$ cat src/rtl/vga_pkg.sv
// Shared timing constants, capture states and pixel type for the VGA capture path.
package vga_pkg;

  localparam int unsigned H_ACTIVE = 640;
  localparam int unsigned H_FP     = 16;
  localparam int unsigned H_SYNC   = 96;
  localparam int unsigned H_BP     = 48;
  localparam int unsigned H_TOTAL  = H_ACTIVE + H_FP + H_SYNC + H_BP;

  localparam int unsigned V_ACTIVE = 480;
  localparam int unsigned V_FP     = 10;
  localparam int unsigned V_SYNC   = 2;
  localparam int unsigned V_BP     = 33;
  localparam int unsigned V_TOTAL  = V_ACTIVE + V_FP + V_SYNC + V_BP;

  typedef logic [1:0] cap_state_t;
  localparam cap_state_t SEEK   = 2'd0;
  localparam cap_state_t ARMED  = 2'd1;
  localparam cap_state_t ACTIVE = 2'd2;

  typedef struct packed {
    logic [7:0] r;
    logic [7:0] g;
    logic [7:0] b;
  } pixel_t;

endpackage

$ cat src/rtl/vga_sync_edge.sv
// Input register stage for the VGA link plus edge pulses on hsync, vsync and blank_n.
module vga_sync_edge
  import vga_pkg::*;
(
  input  logic   clk,
  input  logic   rst,
  input  pixel_t pix_in,
  input  logic   hsync,
  input  logic   vsync,
  input  logic   sync_n,
  input  logic   blank_n,
  input  logic   capture_en,
  input  logic   fifo_full,
  output pixel_t pix,
  output logic   hs,
  output logic   vs,
  output logic   csync_n,
  output logic   blank,
  output logic   en,
  output logic   full,
  output logic   valid,
  output logic   hs_fall,
  output logic   vs_rise,
  output logic   vs_fall,
  output logic   blank_rise,
  output logic   blank_fall
);

  pixel_t pix_q;
  logic   hs_q, vs_q, csync_q, blank_q, en_q, full_q, valid_q;
  logic   hs_prev_q, vs_prev_q, blank_prev_q, prev_valid_q;

  always_ff @(posedge clk) begin
    if (rst) begin
      pix_q        <= '0;
      hs_q         <= 1'b0;
      vs_q         <= 1'b0;
      csync_q      <= 1'b0;
      blank_q      <= 1'b0;
      en_q         <= 1'b0;
      full_q       <= 1'b0;
      valid_q      <= 1'b0;
      hs_prev_q    <= 1'b0;
      vs_prev_q    <= 1'b0;
      blank_prev_q <= 1'b0;
      prev_valid_q <= 1'b0;
    end else begin
      pix_q        <= pix_in;
      hs_q         <= hsync;
      vs_q         <= vsync;
      csync_q      <= sync_n;
      blank_q      <= blank_n;
      en_q         <= capture_en;
      full_q       <= fifo_full;
      valid_q      <= 1'b1;
      hs_prev_q    <= hs_q;
      vs_prev_q    <= vs_q;
      blank_prev_q <= blank_q;
      prev_valid_q <= valid_q;
    end
  end

  assign pix     = pix_q;
  assign hs      = hs_q;
  assign vs      = vs_q;
  assign csync_n = csync_q;
  assign blank   = blank_q;
  assign en      = en_q;
  assign full    = full_q;
  assign valid   = valid_q;

  // Edges only count once both samples are real; the zeros left by reset would fake a rise.
  assign hs_fall    = prev_valid_q & hs_prev_q & ~hs_q;
  assign vs_rise    = prev_valid_q & ~vs_prev_q & vs_q;
  assign vs_fall    = prev_valid_q & vs_prev_q & ~vs_q;
  assign blank_rise = prev_valid_q & ~blank_prev_q & blank_q;
  assign blank_fall = prev_valid_q & blank_prev_q & ~blank_q;

endmodule

$ cat src/rtl/vga_capture.sv
// VGA receive end: locks to frame timing, writes active pixels to a FIFO and flags errors.
module vga_capture
  import vga_pkg::*;
#(
  parameter int unsigned HActive = H_ACTIVE,
  parameter int unsigned HTotal  = H_TOTAL,
  parameter int unsigned VActive = V_ACTIVE
) (
  input  logic        clk,
  input  logic        rst,
  input  logic [7:0]  red,
  input  logic [7:0]  green,
  input  logic [7:0]  blue,
  input  logic        hsync,
  input  logic        vsync,
  input  logic        sync_n,
  input  logic        blank_n,
  input  logic        capture_en,
  input  logic        fifo_full,
  input  logic        err_clr,
  output logic        fifo_wreq,
  output logic [25:0] fifo_wdata,
  output logic        locked,
  output logic        frame_done,
  output logic [15:0] frame_count,
  output logic        err_timing,
  output logic        err_sync_n,
  output logic        err_overflow
);

  localparam logic [9:0]  XEnd  = 10'(HActive);
  localparam logic [9:0]  XLast = 10'(HActive - 1);
  localparam logic [9:0]  YEnd  = 10'(VActive);
  localparam logic [11:0] PEnd  = 12'(HTotal);

  pixel_t pix_raw, pix_s;
  logic   hs_s, vs_s, csync_s, blank_s, en_s, full_s, valid_s;
  logic   hs_fall, vs_rise, vs_fall, blank_rise, blank_fall;

  assign pix_raw = '{r: red, g: green, b: blue};

  vga_sync_edge u_sync_edge (
    .clk        (clk),
    .rst        (rst),
    .pix_in     (pix_raw),
    .hsync      (hsync),
    .vsync      (vsync),
    .sync_n     (sync_n),
    .blank_n    (blank_n),
    .capture_en (capture_en),
    .fifo_full  (fifo_full),
    .pix        (pix_s),
    .hs         (hs_s),
    .vs         (vs_s),
    .csync_n    (csync_s),
    .blank      (blank_s),
    .en         (en_s),
    .full       (full_s),
    .valid      (valid_s),
    .hs_fall    (hs_fall),
    .vs_rise    (vs_rise),
    .vs_fall    (vs_fall),
    .blank_rise (blank_rise),
    .blank_fall (blank_fall)
  );

  cap_state_t  state_q, state_d;
  logic [9:0]  x_q, x_d, y_q, y_d, y_inc;
  logic [11:0] period_q, period_d;
  logic        period_run_q, period_run_d;
  logic        wreq_q, wreq_d, done_q, done_d;
  logic [25:0] wdata_q, wdata_d;
  logic [15:0] fcount_q, fcount_d;
  logic        err_tim_q, err_tim_d, err_syn_q, err_syn_d, err_ovf_q, err_ovf_d;

  logic [9:0]  cur_x, line_y;
  logic        is_locked, pixel_ok, overflow_hit, sync_hit, timing_hit;

  assign is_locked    = (state_q == ARMED) || (state_q == ACTIVE);
  // The first pixel of a line arrives together with the blank_n rise, so x restarts there.
  assign cur_x        = blank_rise ? 10'd0 : x_q;
  assign line_y       = (state_q == ARMED) ? 10'd0 : y_q;
  assign y_inc        = y_q + 10'd1;
  assign pixel_ok     = blank_s && ((state_q == ACTIVE) || ((state_q == ARMED) && blank_rise));
  assign overflow_hit = pixel_ok && full_s;
  assign sync_hit     = valid_s && (csync_s != (hs_s ^ vs_s));

  always_comb begin
    state_d      = state_q;
    x_d          = x_q;
    y_d          = y_q;
    period_d     = period_q;
    period_run_d = period_run_q;
    wreq_d       = 1'b0;
    wdata_d      = wdata_q;
    done_d       = 1'b0;
    fcount_d     = fcount_q;
    timing_hit   = 1'b0;

    if (pixel_ok) begin
      x_d = (cur_x == 10'h3FF) ? cur_x : cur_x + 10'd1;
      if (!full_s) begin
        wreq_d  = 1'b1;
        wdata_d = {(cur_x == 10'd0) && (line_y == 10'd0), cur_x == XLast, pix_s};
      end
    end

    case (state_q)
      SEEK: begin
        if (en_s && vs_rise) state_d = ARMED;
      end
      ARMED: begin
        if (blank_rise) begin
          state_d = ACTIVE;
          y_d     = 10'd0;
        end
      end
      ACTIVE: begin
        if (vs_fall) begin
          timing_hit = 1'b1;
          state_d    = SEEK;
        end else if (blank_fall) begin
          if (x_q != XEnd) timing_hit = 1'b1;
          y_d = y_inc;
          if (y_inc == YEnd) begin
            done_d   = 1'b1;
            fcount_d = fcount_q + 16'd1;
            state_d  = SEEK;
          end
        end
      end
      default: state_d = SEEK;
    endcase

    // Line period is only judged between two hsync falls seen while locked.
    if (!is_locked) begin
      period_run_d = 1'b0;
      period_d     = 12'd0;
    end else if (hs_fall) begin
      if (period_run_q && (period_q != PEnd)) timing_hit = 1'b1;
      period_run_d = 1'b1;
      period_d     = 12'd1;
    end else if (period_q != 12'hFFF) begin
      period_d = period_q + 12'd1;
    end

    err_tim_d = timing_hit | (err_tim_q & ~err_clr);
    err_syn_d = sync_hit | (err_syn_q & ~err_clr);
    err_ovf_d = overflow_hit | (err_ovf_q & ~err_clr);
  end

  always_ff @(posedge clk) begin
    if (rst) begin
      state_q      <= SEEK;
      x_q          <= '0;
      y_q          <= '0;
      period_q     <= '0;
      period_run_q <= 1'b0;
      wreq_q       <= 1'b0;
      wdata_q      <= '0;
      done_q       <= 1'b0;
      fcount_q     <= '0;
      err_tim_q    <= 1'b0;
      err_syn_q    <= 1'b0;
      err_ovf_q    <= 1'b0;
    end else begin
      state_q      <= state_d;
      x_q          <= x_d;
      y_q          <= y_d;
      period_q     <= period_d;
      period_run_q <= period_run_d;
      wreq_q       <= wreq_d;
      wdata_q      <= wdata_d;
      done_q       <= done_d;
      fcount_q     <= fcount_d;
      err_tim_q    <= err_tim_d;
      err_syn_q    <= err_syn_d;
      err_ovf_q    <= err_ovf_d;
    end
  end

  assign fifo_wreq    = wreq_q;
  assign fifo_wdata   = wdata_q;
  assign locked       = is_locked;
  assign frame_done   = done_q;
  assign frame_count  = fcount_q;
  assign err_timing   = err_tim_q;
  assign err_sync_n   = err_syn_q;
  assign err_overflow = err_ovf_q;

endmodule

$ cat config.mk
export PLATFORM = sky130hd
export DESIGN_NAME = vga_capture
export DESIGN_NICKNAME = d
export VERILOG_FILES = /design/src/rtl/vga_pkg.sv /design/src/rtl/vga_sync_edge.sv /design/src/rtl/vga_capture.sv
export SDC_FILE = /design/constraint.sdc
export NUM_CORES = 1
export LEC_CHECK = 0
export BUFFER_PORTS_ARGS = -buffer_cell sky130_fd_sc_hd__buf_2
export CORE_ASPECT_RATIO = 2
export CORE_MARGIN = 2
export CORE_UTILIZATION = 50
export DETAILED_ROUTE_END_ITERATION = 12
export PLACE_DENSITY = 0.85
export SYNTH_ARGS = -nofsm -noshare
export SYNTH_HDL_FRONTEND = slang
export SYNTH_SLANG_ARGS = --single-unit
$ cat constraint.sdc
create_clock -name clk -period 2.3 [get_ports clk]
set_input_delay 0.115 -clock clk [delete_from_list [all_inputs] [get_ports clk]]
set_output_delay 0.115 -clock clk [all_outputs]
set_load 0.05 [all_outputs]
* Word level (Yosys, flattened, before mapping)
Index checks and enable logic that the tools add are counted.
** Word-level totals
- Output and inout bits :: 48
- Register bits after elaboration :: 117
** Operators by class
- Mux-type cells :: 25
- Equality and inequality tests :: 15
- Add/sub/neg operators :: 4
- Bitwise operators :: 29
- Reduce and logical (&&, ||, !) cells :: 22
** Operators by type and width (count)
- 10-bit two-way mux :: 6
- 10-bit by 1-bit adder with 10-bit output (second input constant) :: 2
- 10-bit equality test (second input constant) :: 2
- 10-bit zero test :: 2
- 10-bit one-hot mux with 2 select lines :: 1
- 16-bit by 1-bit adder with 16-bit output (second input constant) :: 1
- 1-bit bitwise AND :: 13
- 12-bit by 1-bit adder with 12-bit output (second input constant) :: 1
- 1-bit two-way mux :: 12
- 12-bit by 10-bit != test with 1-bit output (second input constant) :: 1
- 12-bit != test (second input constant) :: 1
- 1-bit inverter :: 12
- 4-bit AND reduction :: 3
- 10-bit by 9-bit equality test with 1-bit output (second input constant) :: 1
- 2-bit two-way mux :: 5
- 10-bit != test (second input constant) :: 1
- 2-bit != test (second input constant) :: 4
- 1-bit logical AND :: 7
- 2-bit one-hot mux with 3 select lines :: 1
- 2-bit nonzero test :: 2
- 2-bit OR reduction :: 2
- 4-bit OR reduction :: 1
- 3-bit by 1-bit != test with 1-bit output (second input constant) :: 1
- 3-bit by 2-bit != test with 1-bit output (second input constant) :: 1
- 9 further kinds :: 12

* Depth between registers and ports, before layout
Gate-level depths: netlist of the first run.
- Word-level depth :: 9
- Depth in mapped cells :: 12

* By module
A second synthesis of the first run with hierarchy kept.
** Second synthesis, totals
- Cells, all modules :: 579
- Area total of the unflattened synthesis :: 5093.6 sq um
** By module, submodules not included
- vga_capture :: sequential area each 1641.6 sq um, cells each 501, area each 4086.4 sq um, times used 1
- vga_sync_edge :: sequential area each 700.7 sq um, cells each 78, area each 1007.2 sq um, times used 1

* Worst setup path after synthesis of the first run
OpenSTA, ideal clock, no wires.
- Path kind :: flip-flop to flip-flop
- From :: register u_sync_edge.prev_valid_q
- To :: register x_q[5]
- Path buffers :: 2
- Setup slack :: -0.113 ns
- Data required time :: 2.230 ns
- Cell stages (with the launch flop) :: 11
- Arrival :: 2.343 ns
- Setup time :: 0.070 ns
- Cells stage by stage :: dfxtp_1 -> clkbuf_1 -> nand3b_1 -> and2_1 -> ha_1 -> nand3_1 -> nor3_1 -> a41o_1 -> clkbuf_1 -> or4_1 -> a21oi_1
** On the way
- Longest elaborated chain between the ends :: 5
** RTL lines
- from (decl) :: line vga_sync_edge.sv:31 : logic hs_prev_q, vs_prev_q, blank_prev_q, prev_valid_q;
- from (signal assigned) :: line vga_sync_edge.sv:59 : prev_valid_q <= valid_q;
- 1-bit bitwise AND (*) (2 in a row) :: line vga_sync_edge.sv:76 : assign blank_rise = prev_valid_q & ~blank_prev_q & blank_q;
- 10-bit two-way mux / 1-bit logical AND (equally long branches) :: line vga_capture.sv:81, vga_capture.sv:84
- 10-bit by 1-bit adder with 10-bit output, or another cell as far along :: line vga_capture.sv:101 : x_d = (cur_x == 10'h3FF) ? cur_x : cur_x + 10'd1;
- 10-bit two-way mux / 1-bit logical AND (equally long branches) :: line vga_capture.sv:101, vga_capture.sv:84
- to (signal assigned) :: line vga_capture.sv:155 : x_q <= '0;
- to (signal assigned) :: line vga_capture.sv:168 : x_q <= x_d;
- to (decl) :: line vga_capture.sv:68 : logic [9:0] x_q, x_d, y_q, y_d, y_inc;
Every way passes the cells marked *; elsewhere a longest branch is shown, timed or not.
A chain may end at the register's enable or synchronous reset.

* Final worst setup path of the first run
- From :: register y_q[1]
- To :: register fcount_q[13] (netlist: frame_count[13])
** On the way
- Longest elaborated chain between the ends :: 3
** RTL lines
- from (decl) :: line vga_capture.sv:68
- from (signal assigned) :: line vga_capture.sv:169 : y_q <= y_d;
- 10-bit by 1-bit adder with 10-bit output :: line vga_capture.sv:83 : assign y_inc = y_q + 10'd1;
- 10-bit by 9-bit equality test with 1-bit output :: line vga_capture.sv:125 : if (y_inc == YEnd) begin
- 4-bit AND reduction (no source line)
- to (signal assigned) :: line vga_capture.sv:175 : fcount_q <= fcount_d;
- to (decl) :: line vga_capture.sv:73 : logic [15:0] fcount_q, fcount_d;
No other way between the ends.

==> results_dict.tcl, run 1 <==
set metrics [dict create \
    syn_nets 607 \
    swShare 0.232 \
    p_leak_uw 0.00262 \
    cp-start-kind "flop" \
    rows 50 \
    ir_drop_mv 0.621 \
    synth_edf_count 0 \
    dieHeight_um 143 \
    cts_inserted_buffers 17 \
    worstPathRequired_ps 2640 \
    start_util 0.515 \
    p_switching_uw 1240 \
    portBuffers 80 \
    grt_first_pass_wirelength_um 21300 \
    final_nets 743 \
    grt_pass1_vias 4650 \
    dieArea_um2 10500 \
    clkPwrFrac 0.533 \
    p_int_uw 4100 \
    ant_nets 0 \
    fmax_ghz 0.446 \
    cp.arrival_ps 2580 \
    synth_top_area_frac 0.485 \
    cp-end-kind "flop" \
    syn2layout_area_growth_pct 34.9 \
    dp_hpwl_um 8370 \
    h-tree-depth 4 \
    instances_no_fill 817 \
    async_flop_share 0 \
    finalPower_uw 5340 \
    relSlewSlack 0.633 \
    finClkSkew_ps 10.9 \
    avgSynthCellArea_um2 8.57 \
    hp-class "in2reg" \
    critPathKind "reg2reg" \
    synthesis.area_um2 4830 \
    clk_pin_slew_ps 60 \
    dpl-instance-area_um2 5430 \
    stdcell_area_um2 6520 \
    synth_most_common_cell "dfxtp_1" \
    synthTopCellsByCount "dfxtp_1, nand2_1, a21oi_1" \
    cts_num_sinks 117 \
    grtUsageTotal 0.261 \
    syn_inst 564 \
    wl_per_cell_um 16.4 \
    outcome "completed" \
    ys_warn_count 0 \
    dp_slack_ps 21.4 \
    grt_max_degree 57 \
    power.density_nw_per_um2 819 \
    grt_remaining_overflow 0 \
    place_congestion 0.929 \
    maxCapViolations 0 \
    p_comb_frac 0.073 \
    vias 4602 \
    power_frac_seq 0.395 \
    hold_viol_final 0 \
    cts_buffer_depth 2 \
    boundaryPins 81 \
    antenna_found_initial 0 \
    synth_top_area_cell "dfxtp_1" \
    drt-initial-drc-count 288 \
    synth_seq_cells 117 \
    ys.flop_type "dfxtp_1" \
    yosysUniqueCellTypes 58 \
    finalCritPeriodShare 0.974 \
    fin_util 0.695 \
    drive_gt1_frac 0.230 \
    dpl.cell_count 745 \
    ctsRootBufferMaster "clkbuf_16" \
    layout_setup_ws_ps 59.2 \
    vias_per_cell 5.63 \
    synth_area_leaders "dfxtp_1, nand2_1, a21oi_1" \
    drv_slew 0 \
    wl_um 13400 \
    worst_slew_pin_slew_ps 551 \
    die_x_um 73.5 \
    diodes 0 \
    dr.pass1.iters 5 \
    post-route-min-period_ps 2240 \
    critPathMaxFanout 8 \
    ys_seq_area_frac 0.485 \
    setup_viol 0 \
    core_um2 9380 \
    drcViolationCount 0 \
    cts_tree "done" \
    clk_latency_ps 420 \
]
==> routing by layer <==
layer	track usage	up-vias	wire (µm)
met5	0	-	0
met4	0.151	0	620
met3	0.0550	48	465
met2	0.488	154	7670
met1	0.250	2179	4600
li1	-	2221	-
==> flip-flops by register name, summed over array words and instances, names as in the netlist, 2 cells and up <==
signal           cells
fifo_wdata          26
frame_count         16
period_q            12
state_q              2
u_sync_edge.pix     24
x_q                 10
y_q                 10
==> final timing paths <==
kind	from	end	slack, ps	cells past startpoint
max	y_q[1]$_SDFFE_PP0P_	frame_count[13]$_SDFFE_PP0P_	60	8
min	err_clr	err_timing$_SDFF_PP0_	10	3
max reg2reg	y_q[1]$_SDFFE_PP0P_	frame_count[13]$_SDFFE_PP0P_	60	8
min reg2reg	u_sync_edge.pix[9]$_SDFF_PP0_	fifo_wdata[9]$_SDFFE_PP0P_	440	2
==> through the flow <==
| step | TNS [ps] | hold slack (ps) |
|---|---|---|
| floorplan | -4.64 | 243 |
| global placement | 0 | 327 |
| detailed placement | 0 | 329 |
| CTS | 0 | 13.2 |
| global route | -47.4 | 18.7 |
| finish | 0 | 14.8 |
==> what timing repair did <==
| item | CTS | global route |
|---|---|---|
| setup endpoints to repair | 1 | 20 |
| pin swaps | 1 | 8 |
| buffers inserted | 1 | 6 |
| hold endpoints to repair | 32 | 0 |
| hold buffers | 33 | 0 |
| gates resized for setup | 0 | 16 |
==> area by class of cell <==
type / instances / area, µm²
clock buffer: 19 / 443
clock inverter: 13 / 194
fill: 666 / 2870
inverter: 13 / 48.8
multi-input combinational: 408 / 2390
sequential: 117 / 2350
tap: 104 / 130
timing repair buffer: 143 / 963
==> layout by cell type (no fill, tap or decap), types with 4 or more instances in the layout <==
| master | netlist | routed |
|---|---|---|
| inv_1 | 12 | 11 |
| nor3_1 | 12 | 11 |
| and3_1 | 8 | 8 |
| o31ai_1 | 4 | 4 |
| dlygate4sd3_1 | 0 | 33 |
| and2_1 | 4 | 4 |
| dfxtp_2 | 0 | 4 |
| clkbuf_16 | 0 | 17 |
| o21ai_0 | 16 | 16 |
| nor2_1 | 53 | 53 |
| or4_1 | 7 | 7 |
| a21o_1 | 4 | 4 |
| or3_1 | 5 | 5 |
| nand4_1 | 7 | 7 |
| dfxtp_1 | 117 | 113 |
| o211ai_1 | 6 | 6 |
| nand2_1 | 83 | 83 |
| mux2i_1 | 4 | 4 |
| buf_4 | 0 | 28 |
| nor4_1 | 8 | 8 |
| a21oi_1 | 58 | 55 |
| buf_2 | 1 | 80 |
| nor2b_1 | 39 | 38 |
| xor2_1 | 13 | 13 |
| nand3_1 | 21 | 21 |
| bufinv_16 | 0 | 4 |
| xnor2_1 | 7 | 7 |
| inv_6 | 0 | 4 |
| ha_1 | 10 | 9 |
==> power groups by stage <==
| stage | sequential (µW) | combinational (µW) | clock, µW |
|---|---|---|---|
| 3_3_place_gp | 2140 | 314 | 0 |
| 2_1_floorplan | 2160 | 216 | 0 |
| 6_report | 2110 | 388 | 2840 |
| 5_1_grt | 2110 | 427 | 2960 |
| 3_5_place_dp | 2150 | 328 | 0 |
| 4_1_cts | 2110 | 380 | 2850 |
==> worst max-delay path, cell delays in order (launching register included) <==
cell,delay [ps]
dfxtp_2,350
ha_4,160
nand2_4,70
or3_4,400
a211oi_4,320
o211ai_1,150
buf_4,190
or3_1,370
a21oi_2,160
==> logic make-up after synthesis <==
family / synth area share
multiplexers: 0.0106
XOR/XNOR: 0.0363
AO/OA/AOI/OAI: 0.132
buffers and inverters: 0.0321
flip-flops: 0.485
adder cells (fa/ha/maj): 0.0259
AND/OR/NAND/NOR: 0.278
Power figures use the tool's default switching activity.
==> run 2: changes to the inputs <==
Settings changed: CORE_ASPECT_RATIO 2 to 0.7, MAX_ROUTING_LAYER set to met4.
==> run 2 against run 1 <==
Clock skew shrank 2.0 ps. Highest routed layer unchanged. Combinational power increased by 9.0%. The flow now finishes with violations (negative setup slack). Critical endpoint is now x_q[5]$_SDFFE_PP0P_. Count of clock-buffer cells in the layout up 6. Critical path depth did not move. Maximum frequency is 3.1% lower. Register-to-register slack lost 70 ps.
==> results_dict.tcl, run 2 (synthesis gave the netlist of run 1 again) <==
set metrics [dict create \
    outcome "finished, violations left" \
    violations "negative setup slack" \
    regToRegSetupSlack_ps -10 \
    cts_buffer_depth 2 \
    dieArea_um2 10500 \
    hold_start "err_clr" \
    start_util 0.524 \
    cts_inserted_buffers 17 \
    ant_nets 0 \
    grt_remaining_overflow 0 \
    vias 4567 \
    r2r-start "state_q[1]$_SDFFE_PP0P_" \
    dieHeight_um 86.3 \
    power.density_nw_per_um2 791 \
    critPathKind "reg2reg" \
    cp-end-kind "flop" \
    regArea_um2 2350 \
    rsz0062_at_grt "yes" \
    boundaryPins 81 \
    wl_per_cell_um 14.7 \
    wl_um 12300 \
    mostFrequentLayoutCell "dfxtp_1" \
    cp-start-kind "flop" \
    hp-class "in2reg" \
    worst_slew_pin_slew_ps 562 \
    final_cell_mix "dfxtp_1, nand2_1, buf_2" \
    dp_hpwl_um 7770 \
    cp.arrival_ps 2650 \
    place_congestion 0.938 \
    ir_drop_mv 0.733 \
    clk_pin_slew_ps 50 \
    p_leak_uw 0.00257 \
    relSlewSlack 0.625 \
    drt-initial-drc-count 355 \
    startpoint "state_q[1]$_SDFFE_PP0P_" \
    finClkSkew_ps 8.90 \
    finalPower_uw 5130 \
    portBuffers 80 \
    layout_setup_ws_ps -12.7 \
    setup_viol 1 \
    drcViolationCount 0 \
    reg2reg_depth 8 \
    critPathMaxFanout 6 \
    largest_register_ffs 26 \
    grt_first_pass_wirelength_um 19700 \
    worstReg2RegEnd "x_q[5]$_SDFFE_PP0P_" \
    hold_depth 4 \
    rows 29 \
    clk_latency_ps 410 \
    vias_per_cell 5.47 \
    grtUsageTotal 0.246 \
    drive_gt1_frac 0.238 \
    finalCritPeriodShare 1.01 \
    drv_slew 0 \
    diodes 0 \
    stdcell_area_um2 6490 \
    min_to "err_overflow$_SDFF_PP0_" \
    hold_viol_final 0 \
    dpl-instance-area_um2 5450 \
    fmax_ghz 0.432 \
    h-tree-depth 4 \
    fill_cells 667 \
    tns_ps -12.7 \
    worstPathRequired_ps 2640 \
    cts_tree "done" \
    cts_num_sinks 117 \
    dp_slack_ps 14.6 \
    core_um2 9220 \
    post-route-min-period_ps 2310 \
    die_x_um 122 \
    multi_input_area_um2 2410 \
    antenna_found_initial 0 \
    dr.pass1.iters 5 \
    grt_pass1_vias 4291 \
    final_nets 741 \
    maxCapViolations 0 \
    syn2layout_area_growth_pct 34.3 \
    ctsRootBufferMaster "clkbuf_16" \
    grt_max_degree 58 \
]
-- run 2: what timing repair did --
item                                    in CTS  in global routing
hold buffers                                30                  0
pin swaps                                    1                 13
resized for setup                            1                 21
hold endpoints to repair                    30                  0
endpoints found under the setup margin       4                 19
setup buffers                                2                  7
-- run 2: where the power goes --
part | leakage [µW] | internal, µW | switching [µW]
Combinational | 0.00133 | 187 | 236
Sequential | 0.000955 | 2080 | 29.9
Clock | 0.000287 | 1710 | 888
-- run 2: routing by layer --
| metal | GRT usage | routed length, µm | vias to the layer above |
|---|---|---|---|
| met5 | - | 0 | - |
| met4 | 0.0982 | 263 | 0 |
| met3 | 0.0645 | 862 | 30 |
| met2 | 0.397 | 5890 | 189 |
| met1 | 0.297 | 5280 | 2129 |
| li1 | - | - | 2219 |
-- run 2: how the worst max path moves through the flow --
stage / cells past startpoint / slack, ps / endpoint
4_1_cts: 7 / 0.4 / frame_count[12]$_SDFFE_PP0P_
3_5_place_dp: 7 / 10 / frame_count[13]$_SDFFE_PP0P_
2_1_floorplan: 10 / -5 / x_q[5]$_SDFFE_PP0P_
6_report: 8 / -10 / x_q[5]$_SDFFE_PP0P_
3_3_place_gp: 7 / 110 / frame_count[9]$_SDFFE_PP0P_
5_1_grt: 8 / -130 / x_q[5]$_SDFFE_PP0P_
-- run 2: critical path, cell delays in order, from the launching register on --
cell and delay, ps:
dfxtp_2 350, inv_1 120, ha_2 280, and3b_1 240
o21ai_0 130, buf_4 180, a41o_1 260, or4_1 530
a21oi_1 160
-- run 2: through the flow --
| stage | hold slack [ps] | utilization | instances |
|---|---|---|---|
| global route | 59.3 | 0.704 | 835 |
| finish | 42.4 | 0.704 | 835 |
| CTS | 35.6 | 0.690 | 828 |
| floorplan | 243 | - | 564 |
| global placement | 322 | 0.591 | 764 |
| detailed placement | 327 | 0.591 | 764 |
-- run 2: layout make-up --
type / count / area share
multi-input cells: 408 / 0.371
flip-flops and latches: 117 / 0.362
repair buffers: 141 / 0.144
clock buffers: 25 / 0.0763
well taps: 124 / 0.0239
clock inverters: 7 / 0.0147
inverters: 13 / 0.00752
